File: config.mk
export PLATFORM = sky130hd
export DESIGN_NAME = forward_sub_n
export DESIGN_NICKNAME = d
export VERILOG_FILES = /design/src/rtl/forward_sub_n.sv
export SDC_FILE = /design/constraint.sdc
export NUM_CORES = 1
export LEC_CHECK = 0
export BUFFER_PORTS_ARGS = -buffer_cell sky130_fd_sc_hd__buf_2
export CORE_UTILIZATION = 40
export CTS_CLUSTER_DIAMETER = 120
export CTS_CLUSTER_SIZE = 14
export DETAILED_ROUTE_END_ITERATION = 8
export PLACE_DENSITY = 0.7
export SETUP_SLACK_MARGIN = 0.05
export SYNTH_ARGS = -nofsm -noshare
export SYNTH_HDL_FRONTEND = slang
export SYNTH_SLANG_ARGS = --single-unit
File: constraint.sdc
create_clock -name clk -period 2.6 [get_ports clk]
set_input_delay 0.26 -clock clk [delete_from_list [all_inputs] [get_ports clk]]
set_output_delay 0.26 -clock clk [all_outputs]
set_load 0.1 [all_outputs]
File: src/rtl/forward_sub_n.sv
// forward_sub_n: resolves NSRC operands against NSTAGE x NLANE bypass ports, raises the load-use stall, registers ID/EX operands.
// Optional FWD_PERF_CNT_EN adds perf_fwd_cnt, a saturating count of operands taken from a bypass.
module forward_sub_n #(
   parameter int DATA_W = 32,
   parameter int ADDR_W = 5,
   parameter int NSRC   = 2,
   parameter int NSTAGE = 2,
   parameter int NLANE  = 2
) (
   input  logic                             clk,
   input  logic                             rst,
   input  logic                             flush,
   input  logic [3:0]                       stall,
   input  logic                             issue_mode,
   input  logic [NSRC-1:0]                  re,
   input  logic [NSRC*ADDR_W-1:0]           raddr,
   input  logic [NSRC*DATA_W-1:0]           rdata,
   input  logic [DATA_W-1:0]                imm,
   input  logic [NSTAGE*NLANE-1:0]          byp_we,
   input  logic [NSTAGE*NLANE*ADDR_W-1:0]   byp_waddr,
   input  logic [NSTAGE*NLANE*DATA_W-1:0]   byp_wdata,
   input  logic [NSTAGE*NLANE-1:0]          byp_rdy,
   output logic [NSRC*DATA_W-1:0]           opnd_o,
   output logic [NSRC-1:0]                  fwd_hit_o,
   output logic                             stall_req
`ifdef FWD_PERF_CNT_EN
   ,
   output logic [31:0]                      perf_fwd_cnt
`endif
);

   logic [NSRC*DATA_W-1:0] w_sel_data;
   logic [NSRC-1:0]        w_sel_hit;
   logic [NSRC-1:0]        w_sel_unrdy;
   logic                   w_hold;
   logic                   w_valid_nxt;
   logic                   w_unused_stall;

   logic [NSRC*DATA_W-1:0] r_opnd;
   logic [NSRC-1:0]        r_hit;
   logic [NSRC-1:0]        r_valid;
   logic                   r_issue_ff;

   assign w_hold         = stall[1] & stall[0];
   assign w_unused_stall = ^stall[3:2];

   // Scan from lowest to highest priority so the last match (youngest stage, youngest lane) wins.
   always_comb begin
      w_sel_data  = rdata;
      w_sel_hit   = '0;
      w_sel_unrdy = '0;
      for (int k = 0; k < NSRC; k++) begin
         if (!re[k]) begin
            w_sel_data[k*DATA_W +: DATA_W] = imm;
         end else if (raddr[k*ADDR_W +: ADDR_W] == '0) begin
            w_sel_data[k*DATA_W +: DATA_W] = '0;
         end else begin
            for (int s = NSTAGE-1; s >= 0; s--) begin
               for (int l = 0; l < NLANE; l++) begin
                  if (byp_we[s*NLANE+l] &&
                      (byp_waddr[(s*NLANE+l)*ADDR_W +: ADDR_W] == raddr[k*ADDR_W +: ADDR_W])) begin
                     w_sel_data[k*DATA_W +: DATA_W] = byp_wdata[(s*NLANE+l)*DATA_W +: DATA_W];
                     w_sel_hit[k]   = 1'b1;
                     w_sel_unrdy[k] = ~byp_rdy[s*NLANE+l];
                  end
               end
            end
         end
      end
   end

   assign stall_req = |w_sel_unrdy;

   always_comb begin
      if (flush)
         w_valid_nxt = 1'b0;
      else if (stall[0] && !stall[1])
         w_valid_nxt = 1'b0;
      else if (w_hold && r_issue_ff)
         w_valid_nxt = 1'b1;
      else if (!issue_mode)
         w_valid_nxt = 1'b0;
      else
         w_valid_nxt = 1'b1;
   end

   // Operand, hit and mode freeze together on hold so a held operand keeps its issue context.
   always_ff @(posedge clk or negedge rst) begin
      if (!rst) begin
         r_opnd     <= '0;
         r_hit      <= '0;
         r_valid    <= '0;
         r_issue_ff <= 1'b0;
      end else begin
         if (!w_hold) begin
            r_opnd     <= w_sel_data;
            r_hit      <= w_sel_hit;
            r_issue_ff <= issue_mode;
         end
         r_valid <= {NSRC{w_valid_nxt}};
      end
   end

   always_comb begin
      opnd_o = '0;
      for (int k = 0; k < NSRC; k++)
         opnd_o[k*DATA_W +: DATA_W] = r_opnd[k*DATA_W +: DATA_W] & {DATA_W{r_valid[k]}};
   end

   assign fwd_hit_o = r_hit;

`ifdef FWD_PERF_CNT_EN
   logic [31:0] r_cnt;
   logic [32:0] w_cnt_sum;

   always_comb begin
      w_cnt_sum = {1'b0, r_cnt};
      for (int k = 0; k < NSRC; k++)
         w_cnt_sum = w_cnt_sum + 33'(w_sel_hit[k]);
   end

   always_ff @(posedge clk or negedge rst) begin
      if (!rst)
         r_cnt <= '0;
      else if (!w_hold && !flush)
         r_cnt <= w_cnt_sum[32] ? 32'hFFFF_FFFF : w_cnt_sum[31:0];
   end

   assign perf_fwd_cnt = r_cnt;
`endif

endmodule

==> summary.txt, run 1 <==
Status
  – Status: finished clean

Power
  – Total power: 0.00419 W
  – Maximum VDD drop: between 0.0003 and 0.0004 V
  – Pleak: 4.56 nW
  – PD cells: between 400 and 500 nW/um^2

Critical path
  – Flop2flop setup slack: 1.64 ns
  – Setup CP Type: input pin to output pin
  – Critical Path Fanout Max: 5
  – Worst r2r src: r_opnd[54]
  – Critical Path RT: 2.34 ns
  – Worst setup SP type: input pin
  – RR Endpoint: r_opnd[54]
  – Reg2Reg Depth: 2
  – CP Capture Type: output pin
  – Crit path DAT: around 2.1 ns

CTS
  – Root Driver: clkbuf_16
  – Post-CTS setup buffers: 0
  – Worst-path clk slew: around 0.06 ns
  – Later-pin clock latency in the skew report: 0.33 ns
  – CTS Buffer Depth: 2
  – Htree depth: 3
  – CTS tree: yes
  – Num CTS Buffers: 9
  – CTS Sinks: 68

GRT
  – Tot GR Track Use: 33.6%
  – Vias in the first global route: 8774
  – First-pass GRT wire length: 47800 um
  – Initial antenna violation count: 6
  – Largest net degree at the start of global routing: 133
  – Total gr overflow: 0

Drt
  – Post-DR vias/cell: 6.02
  – Routed Wire Length: 31500 um
  – Post-DRT Antenna Nets: 0
  – Post-DR wirelength/cell: just over 20 um
  – Pre-antenna DRT Iters: 7
  – Residual DRC: 0
  – Vias: 9168
  – Starting DRT DRC Count: 672

Synth
  – Syn nets: 1277
  – Top post-synthesis cells by area: dfrtp_1, nand2_1, a21oi_1
  – Yosys top cell area share: a little under a quarter
  – Yosys Warn Count: 0
  – Post-Syn Instances: 1005
  – Mapped cell area: just over 7000 sq um
  – Yosys reg bits: ~70
  – Average size of a mapped cell: ~7 sq um
  – Post-synth cell types: 46
  – Sequential cell area fraction in the yosys report: 23.6%
  – Dominant cell type by area after synthesis: dfrtp_1

STA
  – Rel. slew slack: 24.9%
  – Final WS setup: ~0.24 ns
  – Fin crit period: between 2 and 2.5 ns
  – Max Slew Vio Count: 0
  – Unrepaired setup endpoints after global routing: false
  – Final period util: 90.9%
  – Clock Skew: 0.000171 ns
  – Slew @ Worst Pin: 1.12 ns
  – Fmax: 0.423 GHz
  – Setup TNS Final: 0 ns
  – Fin. Hold Viols: 0
  – # setup viols final: 0

Final layout
  – Area Growth Syn to Fin: 31.3%
  – Final nets: 1559
  – Commonest non-fill, non-tap cells in the layout: buf_2, nand2_1, a21oi_1
  – Layout cell share with drive strength beyond 1: 35.2%
  – Final Instance Area: 9470 sq um
  – Post-Route Utilization: 54.2%
  – Leading cell type in the layout, fill and taps excluded: buf_2

Floorplan
  – Die width: 136 um
  – Starting Density: 41.3%
  – I/O pins: 339
  – Die Ht: 136 um
  – Die area: between 15000 and 20000 sq um
  – Core Area: 17500 sq um
  – FP Rows: 48

Hold path
  – Hold EP: r_valid[0]
  – Hold_sp: flush
  – Hold Path Cell Cnt: 2
  – Hold Crit Class: input pin to register

Job
  – Max-cap check violation count: 0

Placement
  – Port Buffers: 336
  – Final GP Congestion: ~0.9
  – Dpl hpwl: between 20000 and 25000 um
  – DP Area: about 9100 sq um
  – Setup WS pre-CTS: 0.261 ns
## through the flow
step / hold WS, ns / cells
global placement: 0.306 / 1500
floorplan: -0.0356 / 1005
CTS: 0.0722 / 1517
global route: 0.0690 / 1522
detailed placement: 0.313 / 1500
finish: 0.0857 / 1522
## critical path, cell delays in order
cell	delay (ns)
buf_2	0.15
xor2_1	0.17
nor4_1	0.50
and3_1	0.33
nand2_1	0.07
o21ai_0	0.28
o22ai_4	0.15
buf_12	0.18
## flip-flops by register name, summed over array words and instances, names as in the netlist
signal	cells
fwd_hit_o	2
r_issue_ff	1
r_opnd	64
r_valid	1
## how the worst max path moves through the flow
| stage | slack [ns] | to | from | cells past startpoint |
|---|---|---|---|---|
| after floorplan | 0.07 | stall_req | raddr[6] | 10 |
| after CTS | 0.27 | stall_req | raddr[8] | 8 |
| final | 0.24 | stall_req | raddr[8] | 8 |
| after detailed placement | 0.26 | stall_req | raddr[8] | 8 |
| after global routing | 0.17 | stall_req | raddr[8] | 8 |
| after global placement | 0.30 | r_opnd[31] | raddr[0] | 8 |
## report_power, final
part / switching, W / total, W / internal, W
logic: 0.00104 / 0.00160 / 0.000558
clock network: 0.000513 / 0.00131 / 0.000798
registers: 0.0000929 / 0.00128 / 0.00119
total: 0.00164 / 0.00419 / 0.00254
## Yosys cell counts (all sizes together)
cell type	n
a211o	1
a211oi	3
a21o	1
a21oi	97
a221o	1
a221oi	61
a2bb2oi	1
a311o	30
a31o	31
a31oi	30
and2	68
and3	5
buf	30
clkbuf	75
dfrtp	68
inv	32
mux2	1
mux2i	1
nand2	195
nand2b	1
nand3	9
nand3b	31
nand4	1
nor2	69
nor2b	1
nor3	4
nor3b	34
nor4	8
o2111ai	1
o211ai	2
o21ai	35
o22ai	1
o31ai	2
o41ai	1
or2	1
or3	1
or4	32
xnor2	12
xor2	28
## kinds of logic (layout without fill, tap and decap cells)
| logic type | count (synthesis) | after routing | share of synthesized area, % |
|---|---|---|---|
| multiplexers | 2 | 2 | 0.295 |
| buffers and inverters | 137 | 424 | 8.12 |
| AO/OA/AOI/OAI | 298 | 298 | 30.9 |
| AND/OR/NAND/NOR | 460 | 460 | 32.3 |
| XOR/XNOR | 40 | 40 | 4.86 |
| other | 0 | 5 | 0 |
| flip-flops | 68 | 68 | 23.6 |
## area by class of cell
class	count	area, sq um
well taps	225	282
multi-input cells	800	5000
clock inverters	5	58.8
clock buffers	11	253
diodes	5	12.5
inverters	32	120
fillers	1727	8000
flip-flops and latches	68	1700
repair buffers	376	2040
## what timing repair did
| action | CTS | global route |
|---|---|---|
| hold endpoints to repair | 39 | 0 |
| hold buffers | 1 | 0 |
| resized for setup | 0 | 0 |
## routing by layer
metal	part of all wire [%]	global-route usage, %
met3	10	6.60
met1	38	41.5
met4	3.7	15.7
met2	48	55.9
met5	0	0
No activity file was read; power rests on OpenSTA's default activity.
==> inputs of run 2 (changes only) <==
--- a/config.mk
+++ b/config.mk
@@ -6,11 +6,14 @@
 export NUM_CORES = 1
 export LEC_CHECK = 0
 export BUFFER_PORTS_ARGS = -buffer_cell sky130_fd_sc_hd__buf_2
-export CORE_UTILIZATION = 40
+export CELL_PAD_IN_SITES_DETAIL_PLACEMENT = 1
+export CELL_PAD_IN_SITES_GLOBAL_PLACEMENT = 2
+export CORE_ASPECT_RATIO = 0.9
+export CORE_UTILIZATION = 25
 export CTS_CLUSTER_DIAMETER = 120
 export CTS_CLUSTER_SIZE = 14
 export DETAILED_ROUTE_END_ITERATION = 8
-export PLACE_DENSITY = 0.7
+export PLACE_DENSITY_LB_ADDON = 0.1
 export SETUP_SLACK_MARGIN = 0.05
 export SYNTH_ARGS = -nofsm -noshare
 export SYNTH_HDL_FRONTEND = slang
==> run 2 against run 1 <==
  * Sequential share of layout area decreased by 0.52 points
  * Utilization decreased by 20 points
  * Clock power increased by 5%
  * Global-route usage decreased by 7.0 points
  * First-iteration DRC count decreased by 38%
  * Final cell count increased by 9.1%
  * Final area increased by 3.0%
  * Maximum frequency decreased by 0.80%
  * Clock-buffer cell count decreased by 1
  * Largest power group unchanged
==> summary.txt, run 2 (synthesized netlist as in run 1, its figures left out) <==
Critical path
  – RR Endpoint: r_opnd[39]
  – Critical Path Fanout Max: 8 (+3)
  – Setup CP Type: input pin to output pin
  – Reg2Reg Depth: 2 (unchanged)
  – Critical Path RT: 2.34 ns (about the same)
  – Flop2flop setup slack: 1.66 ns (+0.02 ns)
  – CP Capture Type: output pin
  – Crit path DAT: 2.12 ns (+0.02 ns)
  – Worst r2r src: r_opnd[39]
  – Worst setup SP type: input pin

Final layout
  – Register bank with the most flops: r_opnd
  – Leading cell type in the layout, fill and taps excluded: buf_2
  – Final nets: 1563 (+0.26%)
  – Layout cell share with drive strength beyond 1: 35.7% (+0.46 points)
  – Area Growth Syn to Fin: 35.2%
  – Final Non-Filler Cells: 1660 (+9.1%)
  – Commonest non-fill, non-tap cells in the layout: buf_2, nand2_1, a21oi_1
  – Largest register FFs: 64 (unchanged)

Floorplan
  – Die width: 181 um (+33%)
  – FP Rows: 58 (+21%)
  – Die area: 29500 sq um (+59%)
  – I/O pins: 339 (unchanged)
  – Die Ht: 163 um (+20%)
  – Core Area: 28200 sq um (+61%)
  – Starting Density: 25.6% (-16 points)

Hold path
  – Hold Path Cell Cnt: 2 (unchanged)
  – Hold EP: r_valid[0]
  – Hold_sp: flush
  – Hold Crit Class: input pin to register

STA
  – Unrepaired setup endpoints after global routing: false
  – Slew @ Worst Pin: 1.07 ns (-0.0574 ns)
  – Fin crit period: 2.38 ns (+0.0191 ns)
  – Max Slew Vio Count: 0 (unchanged)
  – # setup viols final: 0 (unchanged)
  – Setup TNS Final: 0 ns (unchanged)
  – Clock Skew: 0.000146 ns (-0.0000253 ns)
  – Rel. slew slack: 28.8% (+3.8 points)
  – Final period util: 91.6% (+0.73 points)
  – Final WS setup: 0.218 ns (-0.0191 ns)
  – Fin. Hold Viols: 0 (unchanged)
  – Fmax: 0.420 GHz (-0.80%)

GRT
  – First-pass GRT wire length: 59200 um (+24%)
  – Vias in the first global route: 9541 (+8.7%)
  – Total gr overflow: 0 (unchanged)
  – Tot GR Track Use: 26.6% (-7.0 points)
  – Largest net degree at the start of global routing: 133 (unchanged)
  – Initial antenna violation count: 6 (unchanged)

Drt
  – Starting DRT DRC Count: 415 (-38%)
  – Pre-antenna DRT Iters: 5 (-2)
  – Post-DRT Antenna Nets: 0 (unchanged)
  – Residual DRC: 0 (unchanged)
  – Vias: 8944 (-2.4%)
  – Post-DR vias/cell: 5.39 (-11%)
  – Post-DR wirelength/cell: 23.8 um (+15%)
  – Routed Wire Length: 39400 um (+25%)

Placement
  – Final GP Congestion: 0.818 (-9.1%)
  – Setup WS pre-CTS: 0.187 ns (-0.0748 ns)
  – Port Buffers: 336 (unchanged)
  – Dpl hpwl: 28300 um (+29%)
  – DP Cell Count: 1639 (+9.3%)

Power
  – Maximum VDD drop: 0.000244 V (-34%)
  – Internal: 0.00259 W (+1.9%)
  – Power share of the sequential group: 29.9% (-0.7 points)
  – Net load switching power: 0.00172 W (+4.9%)
  – Total power: 0.00431 W (+3.0%)
  – Switching Fraction: 39.9% (+0.70 points)
  – Pleak: 4.61 nW (+1.0%)
  – Comb power frac: 38.1% (about the same)
  – Clk pwr share: 32.0% (+0.7 points)
  – PD cells: 442 nW/um^2 (about the same)

Job
  – Max-cap check violation count: 0 (unchanged)

CTS
  – CTS tree: yes
  – Htree depth: 3 (unchanged)
  – Root Driver: clkbuf_16
  – CTS Sinks: 68 (unchanged)
  – CTS Buffer Depth: 2 (unchanged)
  – Num CTS Buffers: 9 (unchanged)
  – Worst-path clk slew: 0.07 ns (about the same)
  – Cts repair resizes: 0 (unchanged)
  – Later-pin clock latency in the skew report: 0.34 ns (about the same)

Status
  – Status: finished clean
==> run 2: cell count changes in the layout (fill, tap and decap cells not counted), sizes merged <==
cell	change
bufinv	+1
clkinvlp	-1
buf	+4
clkinv	+1
clkbuf	-1
inv	-1
==> run 2: power groups by stage <==
stage,Clock [W],Combinational [W],Sequential (W)
6_report,0.00138,0.00165,0.00129
5_1_grt,0.00144,0.00177,0.00130
4_1_cts,0.00142,0.00165,0.00129
3_3_place_gp,0,0.00164,0.00130
2_1_floorplan,0,0.00106,0.00128
3_5_place_dp,0,0.00165,0.00131
==> run 2: per-layer routing <==
metal,GRT usage [%],part of all wire (%),vias to the layer above
li1,-,-,4208
met1,35.2,46,4400
met2,44.9,47,302
met3,4.26,5.1,34
met4,6.74,1.6,0
met5,0,0,-
==> run 2: repair_timing <==
item | 4_1_cts | 5_1_grt
hold buffers | 1 | 0
hold endpoints to repair | 33 | 0
setup endpoints to repair | 0 | 0
setup buffers | 0 | 0
==> run 2: through the flow <==
step | util [%] | cell area [sq um] | hold WS (ns)
2_1_floorplan | - | 7230 | -0.0356
3_3_place_gp | 33.5 | 9420 | 0.292
3_5_place_dp | 33.5 | 9420 | 0.309
4_1_cts | 34.6 | 9740 | 0.0525
5_1_grt | 34.6 | 9750 | 0.0596
6_report | 34.6 | 9750 | 0.0612
==> run 2: worst max-delay path by stage <==
stage | to | start | cells after the start
CTS | stall_req | raddr[6] | 8
global placement | stall_req | raddr[6] | 8
finish | stall_req | raddr[6] | 8
global route | stall_req | raddr[6] | 9
detailed placement | r_opnd[55] | raddr[8] | 9
floorplan | stall_req | raddr[6] | 10
==> run 2: final cells by class <==
| type | count | area [sq um] |
|---|---|---|
| Antenna cell | 5 | 12.5 |
| Clock buffer | 10 | 229 |
| Clock inverter | 5 | 77.6 |
| Fill cell | 3591 | 18400 |
| Inverter | 32 | 120 |
| Multi-Input combinational cell | 800 | 5020 |
| Sequential cell | 68 | 1700 |
| Tap cell | 360 | 450 |
| Timing Repair Buffer | 380 | 2140 |
==> run 2: critical path, cell delays in order <==
cell and delay, ns:
buf_2 0.11, buf_4 0.15, xor2_1 0.16, nor4_1 0.43, and3_4 0.37, o21ai_0 0.18
o22ai_4 0.25, buf_12 0.20
